`src/rtl/load_store_unit.sv`:
```
`default_nettype none
// ============================================================================
// Module   : load_store_unit
// Purpose  : MEM-stage load/store unit for a word-organised data cache, with
//            sub-word load extraction and read-modify-write sub-word stores.
// Revision : 1.0
// ============================================================================
module load_store_unit #(
  parameter bit BIG_ENDIAN = 1'b1
) (
  input  logic        clk,
  input  logic        rst,
  input  logic        req_valid,
  output logic        req_ready,
  input  logic        req_we,
  input  logic [1:0]  req_size,
  input  logic        req_sext,
  input  logic [31:0] req_addr,
  input  logic [31:0] req_wdata,
  output logic        rsp_valid,
  output logic [31:0] rsp_rdata,
  output logic        rsp_misalign,
  output logic [31:0] dCacheAddr,
  output logic        dCacheReadEn,
  output logic        dCacheWriteEn,
  output logic [31:0] dCacheWriteData,
  input  logic [31:0] dCacheReadData
);

  localparam logic [1:0] c_SIZE_BYTE = 2'b00;
  localparam logic [1:0] c_SIZE_HALF = 2'b01;
  localparam logic [1:0] c_SIZE_WORD = 2'b10;

  typedef enum logic [0:0] {
    IDLE = 1'b0,
    RMW  = 1'b1
  } state_e;

  state_e      state_q;
  logic        rsp_valid_q;
  logic        rsp_misalign_q;
  logic [31:0] rsp_rdata_q;
  logic [31:0] rmw_addr_q;
  logic [31:0] rmw_data_q;

  logic        w_accept;
  logic        w_fault;
  logic        w_load;
  logic        w_word_store;
  logic        w_sub_store;
  logic [31:0] w_word_idx;
  logic [4:0]  w_shift;
  logic [31:0] w_lane;
  logic [31:0] w_load_data;
  logic [31:0] w_lane_mask;
  logic [31:0] w_mask;
  logic [31:0] w_ins;
  logic [31:0] w_merged;

  assign req_ready  = !rst && (state_q == IDLE);
  assign w_accept   = req_valid && req_ready;
  assign w_word_idx = {2'b00, req_addr[31:2]};

  always_comb begin
    w_fault = 1'b0;
    case (req_size)
      c_SIZE_BYTE: w_fault = 1'b0;
      c_SIZE_HALF: w_fault = req_addr[0];
      c_SIZE_WORD: w_fault = |req_addr[1:0];
      default:     w_fault = 1'b1;
    endcase
  end

  assign w_load       = w_accept && !w_fault && !req_we;
  assign w_word_store = w_accept && !w_fault && req_we && (req_size == c_SIZE_WORD);
  assign w_sub_store  = w_accept && !w_fault && req_we && (req_size != c_SIZE_WORD);

  // Bit offset of the addressed lane; big-endian puts byte 0 in the top lane.
  always_comb begin
    w_shift = 5'd0;
    if (req_size == c_SIZE_BYTE) begin
      w_shift = BIG_ENDIAN ? {~req_addr[1:0], 3'b000} : {req_addr[1:0], 3'b000};
    end else if (req_size == c_SIZE_HALF) begin
      w_shift = BIG_ENDIAN ? {~req_addr[1], 4'b0000} : {req_addr[1], 4'b0000};
    end
  end

  assign w_lane = dCacheReadData >> w_shift;

  always_comb begin
    w_load_data = dCacheReadData;
    case (req_size)
      c_SIZE_BYTE: w_load_data = {{24{req_sext & w_lane[7]}}, w_lane[7:0]};
      c_SIZE_HALF: w_load_data = {{16{req_sext & w_lane[15]}}, w_lane[15:0]};
      default:     w_load_data = dCacheReadData;
    endcase
  end

  assign w_lane_mask = (req_size == c_SIZE_BYTE) ? 32'h0000_00FF : 32'h0000_FFFF;
  assign w_mask      = w_lane_mask << w_shift;
  assign w_ins       = (req_wdata & w_lane_mask) << w_shift;
  assign w_merged    = (dCacheReadData & ~w_mask) | w_ins;

  // The RMW write is dropped if reset lands in that cycle.
  assign dCacheAddr      = (state_q == RMW) ? rmw_addr_q : w_word_idx;
  assign dCacheReadEn    = w_load || w_sub_store;
  assign dCacheWriteEn   = ((state_q == RMW) && !rst) || w_word_store;
  assign dCacheWriteData = (state_q == RMW) ? rmw_data_q : req_wdata;

  always_ff @(posedge clk) begin
    if (rst) begin
      state_q        <= IDLE;
      rsp_valid_q    <= 1'b0;
      rsp_rdata_q    <= '0;
      rsp_misalign_q <= 1'b0;
    end else begin
      rsp_valid_q    <= 1'b0;
      rsp_rdata_q    <= '0;
      rsp_misalign_q <= 1'b0;
      case (state_q)
        IDLE: begin
          if (w_accept) begin
            if (w_fault) begin
              rsp_valid_q    <= 1'b1;
              rsp_misalign_q <= 1'b1;
            end else if (w_sub_store) begin
              state_q    <= RMW;
              rmw_addr_q <= w_word_idx;
              rmw_data_q <= w_merged;
            end else begin
              rsp_valid_q <= 1'b1;
              if (!req_we) begin
                rsp_rdata_q <= w_load_data;
              end
            end
          end
        end
        default: begin
          state_q     <= IDLE;
          rsp_valid_q <= 1'b1;
        end
      endcase
    end
  end

  assign rsp_valid    = rsp_valid_q;
  assign rsp_rdata    = rsp_rdata_q;
  assign rsp_misalign = rsp_misalign_q;

endmodule
`default_nettype wire

```
`config.mk`:
```
export PLATFORM = sky130hd
export DESIGN_NAME = load_store_unit
export DESIGN_NICKNAME = d
export VERILOG_FILES = /design/src/rtl/load_store_unit.sv
export SDC_FILE = /design/constraint.sdc
export NUM_CORES = 1
export LEC_CHECK = 0
export BUFFER_PORTS_ARGS = -buffer_cell sky130_fd_sc_hd__buf_2
export CORE_MARGIN = 5
export CORE_UTILIZATION = 45
export CTS_CLUSTER_DIAMETER = 200
export CTS_CLUSTER_SIZE = 12
export DETAILED_ROUTE_END_ITERATION = 7
export PLACE_DENSITY = 0.86
export SYNTH_ARGS = -nofsm -noshare
export SYNTH_HDL_FRONTEND = slang
export SYNTH_SLANG_ARGS = --single-unit
```
`constraint.sdc`:
```
create_clock -name clk -period 6.9 [get_ports clk]
set_input_delay 1.38 -clock clk [delete_from_list [all_inputs] [get_ports clk]]
set_output_delay 1.38 -clock clk [all_outputs]
set_load 0.01 [all_outputs]
```
==> results of run 1 <==
==> worst paths after layout <==
check / endpoint / slack (ns) / cells after the start
worst min-delay path: rsp_misalign / 0.59 / 2
worst max-delay path: dCacheReadEn / 2.19 / 5
worst max register to register: rmw_data_q[26] / 4.53 / 4
worst min register to register: rsp_misalign / 0.59 / 2
==> worst max-delay path: stages <==
cell     delay (ns)
buf_2          0.54
a21oi_1        0.22
o21ai_4        0.89
nand2_1        0.12
buf_2          0.18
==> area by class of cell <==
type / instances / share of cell area
flip-flops and latches: 97 / 0.4341
clock buffers: 11 / 0.02945
multi-input cells: 253 / 0.3267
inverters: 4 / 0.002542
clock inverters: 5 / 0.004237
repair buffers: 204 / 0.1742
well taps: 136 / 0.02881
==> registers in the layout, indices dropped and copies added (netlist names) <==
register and flops:
rmw_addr_q 30, rsp_rdata 32, state_q 1, rsp_valid 1, rsp_misalign 1, rmw_data_q 32
==> report_power, final <==
group	switching, mW	total [mW]	leakage (nW)	internal (mW)
Combinational	0.109	0.194	1.54	0.0850
Sequential	0.00376	0.637	0.850	0.634
Clock	0.193	0.365	0.100	0.171
==> cells in the final DEF, fill, tap and decap left out, types with 9 or more instances in the layout <==
master    Yosys  final
nor2_1       29     29
nor3_1        9      9
buf_2        12    201
mux2_2       76     76
clkbuf_8      0      9
o21ai_2      20     20
a21oi_1      36     36
o21ai_0      20     19
edfxtp_1     62     62
dfxtp_1      35     34
==> per-stage QoR <==
| stage | instance area, µm² | cells | power (mW) | utilization |
|---|---|---|---|---|
| floorplan | 4667 | 386 | 0.7546 | - |
| global placement | 5707 | 694 | 0.8389 | 0.5578 |
| detailed placement | 5707 | 694 | 0.8435 | 0.5578 |
| CTS | 5906 | 710 | 1.203 | 0.5772 |
| global route | 5906 | 710 | 1.249 | 0.5772 |
| finish | 5906 | 710 | 1.196 | 0.5772 |
==> layer usage <==
metal | share of wire | track usage | vias to the layer above | wire length (µm)
met5 | 0 | 0 | - | 0
met4 | 0.013 | 0.05434 | 0 | 181
met3 | 0.074 | 0.05924 | 16 | 1054
met2 | 0.49 | 0.3745 | 178 | 6927
met1 | 0.42 | 0.2828 | 1826 | 6010
li1 | - | - | 1835 | -
==> kinds of logic (layout without fill, tap and decap cells) <==
group | count (synthesis) | after routing | share of synthesized area
AOI/OAI and AO/OA | 107 | 107 | 0.1495
DFF | 97 | 97 | 0.5495
muxes | 79 | 79 | 0.1905
and+or+nand+nor | 65 | 65 | 0.06977
buffers and inverters | 36 | 224 | 0.03998
other | 1 | 2 | 0.0008042
==> flow_metrics.env, run 1 <==
export IMPL_status="finished clean"
export IMPL_ir_drop_v=0.0001280
export IMPL_dr_first_iter_drc_count=250
export IMPL_async_reset_ff_frac=0
export IMPL_dr_total_vias=3855
export IMPL_die_h_um=111.8
export IMPL_clock_tree_buffer_depth=2
export IMPL_grt_overflow=0
export IMPL_hold_buffers=0
export IMPL_cp_required_ns=5.52
export IMPL_wirelength_mm=14.17
export IMPL_grtUsageTotal=0.2214
export IMPL_netlist_top_cell_by_area="edfxtp_1"
export IMPL_area_growth_pct=26.64
export IMPL_hp_start="state_q"
export IMPL_startpoint_type="input pin"
export IMPL_multi_input_area_mm2=0.001929
export IMPL_hpwl_mm=10.70
export IMPL_grt_antenna_before_repair=0
export IMPL_slew_headroom=0.2807
export IMPL_route_detailed_drc=0
export IMPL_worstPathMaxFanout=42
export IMPL_rows=37
export IMPL_clk_pin_slew_ns=0.09
export IMPL_first_pass_iters=5
export IMPL_first_global_vias=3949
export IMPL_hp_class="flop to flop"
export IMPL_fin_crit_sh=0.6827
export IMPL_worstPathArrival_ns=3.33
export IMPL_p_leak_nw=2.492
export IMPL_cp_startpoint="req_size[1]"
export IMPL_antenna_left=0
export IMPL_synth_edf_count=62
export IMPL_synth_most_common_cell="mux2_2"
export IMPL_grt_setup_unrepaired="no"
export IMPL_via_per_inst=5.430
export IMPL_holdWs_ns=0.5919
export IMPL_syn_area_mm2=0.004663
export IMPL_synth_seq_cells=97
export IMPL_worstSetupEndpointType="primary output"
export IMPL_drv_slew=0
export IMPL_core_mm2=0.01023
export IMPL_pre_cts_slack_ns=2.216
export IMPL_place_congestion=0.9628
export IMPL_num_antenna_cells=0
export IMPL_synthTopCellsByArea="edfxtp_1 (40%), mux2_2 (18%), dfxtp_1 (15%), a21oi_1 (3.9%), o21ai_2 (3.8%)"
export IMPL_setup_slack_ns=2.189
export IMPL_clock_latency_ns=0.37
export IMPL_io_pins=204
export IMPL_fp_dieW_um=111.8
export IMPL_synth_area_per_cell_um2=12.11
export IMPL_drv_cap=0
export IMPL_post_drt_wl_per_cell_um=19.96
export IMPL_ys_flop_type="edfxtp_1"
export IMPL_dieArea_mm2=0.01250
export IMPL_ys_types=41
export IMPL_start_util=0.4558
export IMPL_fin_setup_tns_ns=0
export IMPL_synth_cells=385
export IMPL_root_buffer="clkbuf_8"
export IMPL_numCtsBuffers=9
export IMPL_clock_skew_final_ns=0.01163
export IMPL_cts_tree="yes"
export IMPL_cts_htree_levels=3
export IMPL_grt_pass1_wl_mm=21.71
export IMPL_setup_viol=0
export IMPL_regArea_mm2=0.002564
export IMPL_cts_setup_buffers=0
export IMPL_nets=672
export IMPL_fillerInstances=879
export IMPL_synth_common_cells="mux2_2 (76), edfxtp_1 (62), a21oi_1 (36), dfxtp_1 (35), nor2_1 (29)"
export IMPL_power_density_mw_per_mm2=202.5
export IMPL_finalHoldViolCount=0
export IMPL_synth_top_area_frac=0.3992
export IMPL_tightestPinTransition_ns=1.075
export IMPL_cts_repair_resized=0
export IMPL_yosys_warnings=0
export IMPL_ys_seq_area_frac=0.5495
export IMPL_clkSinkCount=97
export IMPL_max_freq_ghz=0.2123
export IMPL_reg2reg_from="state_q"
export IMPL_grt_max_degree=66
export IMPL_drive_above_1_share=0.5627
export IMPL_period_minus_slack_ns=4.711
export IMPL_critical_path_class="input pin to primary output"
export IMPL_portBuffers=201
Note: power is estimated with default switching activity, not from simulation.
==> run 2: changes to the inputs <==
--- a/config.mk
+++ b/config.mk
@@ -5,13 +5,14 @@
 export SDC_FILE = /design/constraint.sdc
 export NUM_CORES = 1
 export LEC_CHECK = 0
+export ABC_AREA = 1
 export BUFFER_PORTS_ARGS = -buffer_cell sky130_fd_sc_hd__buf_2
 export CORE_MARGIN = 5
 export CORE_UTILIZATION = 45
 export CTS_CLUSTER_DIAMETER = 200
 export CTS_CLUSTER_SIZE = 12
 export DETAILED_ROUTE_END_ITERATION = 7
-export PLACE_DENSITY = 0.86
+export PLACE_DENSITY = 0.85
 export SYNTH_ARGS = -nofsm -noshare
 export SYNTH_HDL_FRONTEND = slang
 export SYNTH_SLANG_ARGS = --single-unit
==> constraint.sdc (replaced) <==
create_clock -name clk -period 4.5 [get_ports clk]
set_input_delay 0.9 -clock clk [delete_from_list [all_inputs] [get_ports clk]]
set_output_delay 0.9 -clock clk [all_outputs]
set_load 0.01 [all_outputs]
==> run 2 against run 1 <==
Hold slack better by 0.13 ns; global-route usage is 0.25 points lower; synthesized cell count up 63%; synthesized area increased by 5.1%; critical path type unchanged; highest routed layer unchanged.
==> flow_metrics.env, run 2 <==
export IMPL_status="finished clean"
export IMPL_total_power_mw=1.827
export IMPL_worstPathArrival_ns=2.59
export IMPL_nets=912
export IMPL_hold_buffers=0
export IMPL_drv_cap=0
export IMPL_fin_setup_tns_ns=0
export IMPL_cp_required_ns=3.60
export IMPL_dr_first_iter_drc_count=424
export IMPL_grt_overflow=0
export IMPL_layout_common_cells="nand2_1 (278), buf_2 (201), edfxtp_1 (62), nand3_1 (57), inv_1 (56)"
export IMPL_place_congestion=0.9016
export IMPL_reg2reg_from="state_q"
export IMPL_async_reset_ff_frac=0
export IMPL_p_leak_nw=3.291
export IMPL_ys_flop_type="edfxtp_1"
export IMPL_grt_antenna_before_repair=0
export IMPL_clk_pin_slew_ns=0.11
export IMPL_core_mm2=0.01075
export IMPL_cts_htree_levels=3
export IMPL_cts_tree="yes"
export IMPL_internal_power_mw=1.303
export IMPL_clock_skew_final_ns=0.01006
export IMPL_fin_crit_sh=0.7745
export IMPL_pwr_share_comb=0.172
export IMPL_io_pins=204
export IMPL_synth_common_cells="nand2_1 (278), edfxtp_1 (62), inv_1 (57), nand3_1 (57), dfxtp_1 (35)"
export IMPL_clock_latency_ns=0.36
export IMPL_rows=38
export IMPL_setup_viol=0
export IMPL_drive_above_1_share=0.2936
export IMPL_tightestPinTransition_ns=0.9675
export IMPL_ir_drop_v=0.0001468
export IMPL_dr_total_vias=4767
export IMPL_cp_startpoint="req_size[1]"
export IMPL_synth_most_common_cell="nand2_1"
export IMPL_grt_setup_unrepaired="no"
export IMPL_yosys_warnings=0
export IMPL_mostFrequentLayoutCell="nand2_1"
export IMPL_syn_area_mm2=0.004900
export IMPL_synthTopCellsByArea="edfxtp_1 (38%), nand2_1 (21%), dfxtp_1 (14%), nand3_1 (5.8%), inv_1 (4.4%)"
export IMPL_slew_headroom=0.3550
export IMPL_wirelength_mm=14.58
export IMPL_clock_tree_buffer_depth=2
export IMPL_p_sw_frac=0.2868
export IMPL_route_detailed_drc=0
export IMPL_startpoint_type="input pin"
export IMPL_start_util=0.4560
export IMPL_synth_edf_count=62
export IMPL_dieArea_mm2=0.01307
export IMPL_fillerInstances=1067
export IMPL_synth_seq_cells=97
export IMPL_clkSinkCount=97
export IMPL_hpwl_mm=11.32
export IMPL_area_growth_pct=24.72
export IMPL_netlist_top_cell_by_area="edfxtp_1"
export IMPL_worstSetupEndpointType="primary output"
export IMPL_first_pass_iters=5
export IMPL_hp_class="input pin to flop"
export IMPL_critical_path_class="input pin to primary output"
export IMPL_root_buffer="clkbuf_8"
export IMPL_fp_dieW_um=114.3
export IMPL_ys_types=27
export IMPL_period_minus_slack_ns=3.485
export IMPL_pwr_share_seq=0.537
export IMPL_first_global_vias=4344
export IMPL_worstPathMaxFanout=32
export IMPL_grt_pass1_wl_mm=22.40
export IMPL_drv_slew=0
export IMPL_post_drt_wl_per_cell_um=15.28
export IMPL_p_clk_frac=0.291
export IMPL_die_h_um=114.3
export IMPL_finalHoldViolCount=0
export IMPL_synth_cells=627
export IMPL_ys_seq_area_frac=0.5230
export IMPL_grt_max_degree=64
export IMPL_synth_top_area_frac=0.3800
export IMPL_numCtsBuffers=9
export IMPL_grtUsageTotal=0.2189
export IMPL_antenna_left=0
export IMPL_power_density_mw_per_mm2=299.0
export IMPL_portBuffers=201
export IMPL_holdWs_ns=0.7178
export IMPL_hp_start="req_addr[29]"
export IMPL_cts_setup_buffers=0
export IMPL_num_antenna_cells=0
export IMPL_max_freq_ghz=0.2869
export IMPL_synth_area_per_cell_um2=7.815
export IMPL_cts_repair_resized=0
export IMPL_p_sw_mw=0.5239
export IMPL_via_per_inst=4.997
==> run 2: changes by cell type after synthesis, moves of 20 or more <==
cell	previous run	this run
inv_1	4	57
o21ai_2	20	0
mux2_2	76	0
nand2_1	2	278
nand3_1	7	57
a21oi_1	36	8
==> run 2: layer usage <==
metal	vias up	wire [µm]	track usage
met5	-	0	0
met4	0	202	0.05384
met1	2127	5922	0.2928
met3	20	1694	0.05867
met2	234	6758	0.3552
li1	2386	-	-
==> run 2: logic make-up (layout without fill, tap and decap cells) <==
group / Yosys count / after routing / share of synthesized area
flip-flops: 97 / 97 / 0.5230
buffers and inverters: 97 / 283 / 0.08733
AO/OA/AOI/OAI: 67 / 67 / 0.07916
other: 1 / 2 / 0.0007654
AND/OR/NAND/NOR: 365 / 365 / 0.3098
==> run 2: layout make-up <==
cell class / instances / area (µm²) / share of cell area
Multi-Input combinational cell: 434 / 1913 / 0.3131
Sequential cell: 97 / 2564 / 0.4195
Clock buffer: 9 / 123.9 / 0.02027
Inverter: 60 / 225.2 / 0.03686
Tap cell: 140 / 175.2 / 0.02867
Timing Repair Buffer: 207 / 1051 / 0.1720
Clock inverter: 7 / 58.81 / 0.009623
==> run 2: worst paths after layout <==
check / end / slack, ns / cells after the start
max: dCacheReadEn / 1.01 / 10
min: rmw_addr_q[27] / 0.72 / 1
max reg2reg: rmw_data_q[21] / 2.42 / 6
min reg2reg: rsp_misalign / 0.82 / 3
==> run 2: critical path: stages <==
cell	delay, ns
buf_2	0.28
nor2_8	0.30
inv_2	0.14
nand2_1	0.16
nand2_1	0.10
nor2_4	0.08
buf_4	0.31
inv_1	0.10
nand2_1	0.07
buf_2	0.13
==> run 2: per-stage QoR <==
step | area (µm²) | utilization | setup slack [ns] | instances
global placement | 5928 | 0.5517 | 1.074 | 938
global route | 6111 | 0.5687 | 0.8406 | 954
finish | 6111 | 0.5687 | 1.015 | 954
detailed placement | 5928 | 0.5517 | 1.027 | 938
CTS | 6111 | 0.5687 | 1.016 | 954
floorplan | 4903 | - | 1.349 | 628
==> run 2: power by group through the flow <==
stage	Clock, mW	Combinational, mW	Sequential, mW
6_report	0.533	0.314	0.980
2_1_floorplan	0	0.173	1.00
4_1_cts	0.549	0.314	0.980
3_5_place_dp	0	0.313	1.00
3_3_place_gp	0	0.310	1.00
5_1_grt	0.598	0.349	0.982
